## src/rtl/clk_div_gen.sv

```systemverilog
// clk_div_gen: programmable integer clock divider with 50% duty for even and odd ratios.
// Ports:
//   i_ref_clk   - reference clock (posedge logic, plus one negedge flop for odd ratios)
//   i_rst_n     - asynchronous active-low reset
//   i_clk_en    - divider enable request, 0 selects bypass
//   i_div_ratio - requested divide ratio R (unsigned)
//   o_div_clk   - divided clock, or i_ref_clk in bypass
//   o_div_rise  - one-ref-cycle strobe for the cycle in which o_div_clk rises
//   o_ratio_act - ratio currently in effect, 0 in bypass
module clk_div_gen #(
    parameter int RATIO_W = 8
) (
    input  logic               i_ref_clk,
    input  logic               i_rst_n,
    input  logic               i_clk_en,
    input  logic [RATIO_W-1:0] i_div_ratio,
    output logic               o_div_clk,
    output logic               o_div_rise,
    output logic [RATIO_W-1:0] o_ratio_act
);
    logic               r_en_act;
    logic [RATIO_W-1:0] r_act;
    logic [RATIO_W-1:0] r_cnt;
    logic               r_p;
    logic               r_n;
    logic               w_div;
    logic               w_upd;
    logic               w_en_nxt;
    logic               w_div_nxt;
    logic [RATIO_W-1:0] w_r_nxt;
    logic [RATIO_W-1:0] w_cnt_nxt;

    assign w_div     = r_en_act && (r_act >= RATIO_W'(2));
    // Shadow registers reload only on the last cycle of a period, or every cycle in bypass.
    assign w_upd     = !w_div || (r_cnt == r_act - RATIO_W'(1));
    assign w_en_nxt  = w_upd ? i_clk_en : r_en_act;
    assign w_r_nxt   = w_upd ? i_div_ratio : r_act;
    assign w_div_nxt = w_en_nxt && (w_r_nxt >= RATIO_W'(2));
    assign w_cnt_nxt = w_upd ? '0 : r_cnt + RATIO_W'(1);

    // p is registered from next-state values so the first divided cycle after
    // bypass or a ratio change starts high on the same posedge as cnt=0.
    // floor(R/2) serves both even R (R/2) and odd R ((R-1)/2).
    always_ff @(posedge i_ref_clk or negedge i_rst_n) begin
        if (!i_rst_n) begin
            r_en_act <= 1'b0;
            r_act    <= '0;
            r_cnt    <= '0;
            r_p      <= 1'b0;
        end else begin
            r_en_act <= w_en_nxt;
            r_act    <= w_r_nxt;
            r_cnt    <= w_cnt_nxt;
            r_p      <= w_div_nxt && (w_cnt_nxt < (w_r_nxt >> 1));
        end
    end

    // Half-cycle delayed copy of p stretches the odd-ratio high time by half a ref period.
    always_ff @(negedge i_ref_clk or negedge i_rst_n) begin
        if (!i_rst_n) r_n <= 1'b0;
        else          r_n <= r_p;
    end

    assign o_div_clk   = w_div ? (r_p | (r_act[0] & r_n)) : i_ref_clk;
    assign o_div_rise  = !w_div || (r_cnt == '0);
    assign o_ratio_act = w_div ? r_act : '0;
endmodule

```

## config.mk

```make
export PLATFORM = sky130hd
export DESIGN_NAME = clk_div_gen
export DESIGN_NICKNAME = d
export VERILOG_FILES = /design/src/rtl/clk_div_gen.sv
export SDC_FILE = /design/constraint.sdc
export NUM_CORES = 1
export LEC_CHECK = 0
export CAP_MARGIN = 30
export CORE_MARGIN = 2
export CORE_UTILIZATION = 55
export DETAILED_ROUTE_END_ITERATION = 10
export HOLD_SLACK_MARGIN = 0.03
export PLACE_DENSITY = 0.87
export SLEW_MARGIN = 20
export SYNTH_ARGS = -nofsm -noshare
export SYNTH_HDL_FRONTEND = slang
export SYNTH_SLANG_ARGS = --single-unit
```

## constraint.sdc

```tcl
create_clock -name i_ref_clk -period 7.22 [get_ports i_ref_clk]
set_input_delay 1.444 -clock i_ref_clk [delete_from_list [all_inputs] [get_ports i_ref_clk]]
set_output_delay 1.444 -clock i_ref_clk [all_outputs]
set_load 0.03 [all_outputs]
```

==> flow_summary.ini <==
[placed_design]
io_buffers = 20
hpwl_um = 2336
gp_congestion = 0.8896
post-place-ws_ns = 0.9310
placed_area_sq_um = 1513

[global_routing]
antenna_found_initial = 0
grt_max_degree = 23
grt_usage_pct = 26.67
grt_pass1_vias = 1095
grt_first_pass_wirelength_um = 5064
grt_overflow = 0

[worst_setup_path]
worstPathRequired_ns = 5.78
arrival_ns = 5.33
start_kind = register
r2r_end = r_p
cp_num_buf_inv = 1
critPathSlowestCell = clkdlybuf4s50_1
crit_family = buffers and inverters
reg2reg_slack_ns = 3.02
cp_cell_sequence = a21oi_1, o21ai_0, clkdlybuf4s50_1
path_depth = 3
cp_slowest_stage_delay_ns = 0.69
r2r_start = r_act[0]
endpoint_kind = output port
critical_path_peak_fanout = 1
crit_type = reg -> out
r2r_cells = 13

[power_and_ir_drop]
finalPower_uw = 805.4
peakVddDrop_mv = 0.3342
p_leak_nw = 0.6829
p_per_area_nw_per_um2 = 515.8

[worst_hold_path]
whs_path_depth = 1
min_path_type = reg -> reg
whs_endpoint = r_cnt[0]
min_from = r_cnt[0]

[cells_and_area]
antenna_cells = 0
fin_nets = 187
areaGrowthSynthToFinish_pct = 17.51
drive_gt1_share_pct = 6.667
stdcell_area_sq_um = 1562

[cts]
post_cts_buffers = 0
cts_tree = built
hold_buffers = 0
cts_resized = 0
clk_latency_ns = 0.43
clk_pin_slew_ns = 0.11

[synthesis]
synth_flop_cell = dfrtp_1
async_reset_ff_share_pct = 100.0
mappedNetlistArea_sq_um = 1329
seq_area_frac_synth_pct = 35.78
synth_nets = 164
syn_inst = 143
synth_enable_flop_cells = 0
yosys_warnings = 0
avgSynthCellArea_sq_um = 9.292
synth-seq-cells = 19
yosysUniqueCellTypes = 39

[die]
die_height_um = 53.15
initial_core_util_pct = 58.93
dieArea_sq_um = 2825
fp.dieW_um = 53.15
coreArea_sq_um = 2255
row_count = 17
io_pins = 21

[detailed_routing]
routedWlPerCell_um = 16.16
route.top_layer_used = met4
ant_nets = 0
met2_length_um = 1538
drt_iter0_markers = 18
routedLengthMet1_um = 1321
vias_per_cell = 5.912
dr_wl_met3_um = 166
wl_um = 3118
drc = 0
vias = 1141
first_pass_iters = 4

[timing]
fin_skew_ns = 0.005512
finalSetupViolations = 0
finalSetupTns_ns = 0
rsz0062_at_grt = false
slew_violations = 0
setup_ws_ns = 0.4464
hold_viol_final = 0
tightest_slew_ns = 0.8551
hold_slack_ns = 0.6043
relSlewSlack_pct = 42.99

[run]
drv_cap = 0

[outcome]
status = complete, no violations
==> area by class of cell <==
cell class	count	area, sq um
multi-input combinational	107	753.2
clock buffer	8	58.81
inverter	11	41.29
timing repair buffer	20	197.7
fill	181	693.2
sequential	19	475.5
tap	28	35.03
==> Yosys cell counts, drive strengths merged, types with 2 or more instances <==
cell / instances / share of area [%]
dfrtp: 18 / 34
nor2: 12 / 3.4
inv: 11 / 3.1
a21oi: 10 / 4.0
ha: 10 / 9.4
xnor2: 9 / 5.9
nand2: 8 / 2.3
and2: 7 / 3.3
xor2: 7 / 4.6
mux2i: 6 / 4.5
nor3: 6 / 2.6
o21ai: 6 / 2.3
buf: 5 / 4.1
and3: 3 / 1.4
nand3: 3 / 1.1
a21o: 2 / 1.1
nor4: 2 / 1.9
o21a: 2 / 1.1
or4: 2 / 1.1
==> registers in the layout, indices dropped and copies added (netlist names) <==
name / cells
r_act: 8
r_cnt: 8
r_en_act: 1
r_n: 1
r_p: 1
==> placed cells by master, fill, tap and decap left out, types with 2 or more instances in the layout <==
| cell type | synthesis | routed |
|---|---|---|
| a21o_1 | 2 | 2 |
| clkbuf_4 | 0 | 6 |
| a21oi_1 | 9 | 9 |
| and2_1 | 7 | 7 |
| o21a_1 | 2 | 2 |
| dfrtp_1 | 18 | 18 |
| nor4_2 | 2 | 2 |
| clkdlybuf4s50_1 | 0 | 20 |
| or4_1 | 2 | 2 |
| o21ai_0 | 5 | 5 |
| nor3_1 | 5 | 5 |
| nand2_1 | 8 | 8 |
| mux2i_1 | 6 | 6 |
| xor2_1 | 7 | 7 |
| xnor2_1 | 9 | 9 |
| ha_1 | 10 | 10 |
| nor2_1 | 12 | 12 |
| and3_1 | 3 | 3 |
| inv_1 | 11 | 11 |
| nand3_1 | 3 | 3 |
==> worst reg2reg max path: stages, from the launching register on <==
cell and delay [ns]:
dfrtp_1 0.45, inv_1 0.14, ha_1 0.34, xnor2_1 0.13, or4_1 0.54, nor4_2 0.43
or2_1 0.73, mux2i_1 0.35, ha_1 0.29, a21oi_1 0.17, o21ai_0 0.15, and3b_1 0.23
mux2i_1 0.08, a21oi_2 0.13
==> per-stage QoR <==
| stage | utilization [%] | std cells |
|---|---|---|
| 3_5_place_dp | 67.09 | 186 |
| 5_1_grt | 69.26 | 193 |
| 4_1_cts | 69.26 | 193 |
| 2_1_floorplan | - | 143 |
| 6_report | 69.26 | 193 |
| 3_3_place_gp | 67.09 | 186 |
==> cells by family after synthesis <==
family / synth area share (%)
simple gates: 20.90
compound gates: 11.30
flops: 35.78
buf+inv: 7.533
xor+xnor: 10.55
fa+ha+maj: 9.416
mux: 4.520
==> report_power, final <==
part	leakage, nW	internal, mW	switching, mW
Sequential	0.224	0.153	0.0777
Combinational	0.425	0.217	0.266
Clock	0.0341	0.0450	0.0470
Total	0.683	0.415	0.390
==> worst max path at each step <==
| stage | slack [ns] | start | endpoint |
|---|---|---|---|
| floorplan | 1.06 | r_n | o_div_clk |
| global placement | 0.94 | r_n | o_div_clk |
| detailed placement | 0.93 | r_n | o_div_clk |
| CTS | 0.42 | r_n | o_div_clk |
| global route | 0.36 | r_n | o_div_clk |
| finish | 0.45 | r_n | o_div_clk |
==> per-layer routing <==
metal | GRT usage (%) | up-vias
li1 | - | 538
met4 | 19.66 | 0
met2 | 41.88 | 34
met5 | 0 | -
met3 | 7.345 | 9
met1 | 30.74 | 560
(Power assumes the default switching activity.)
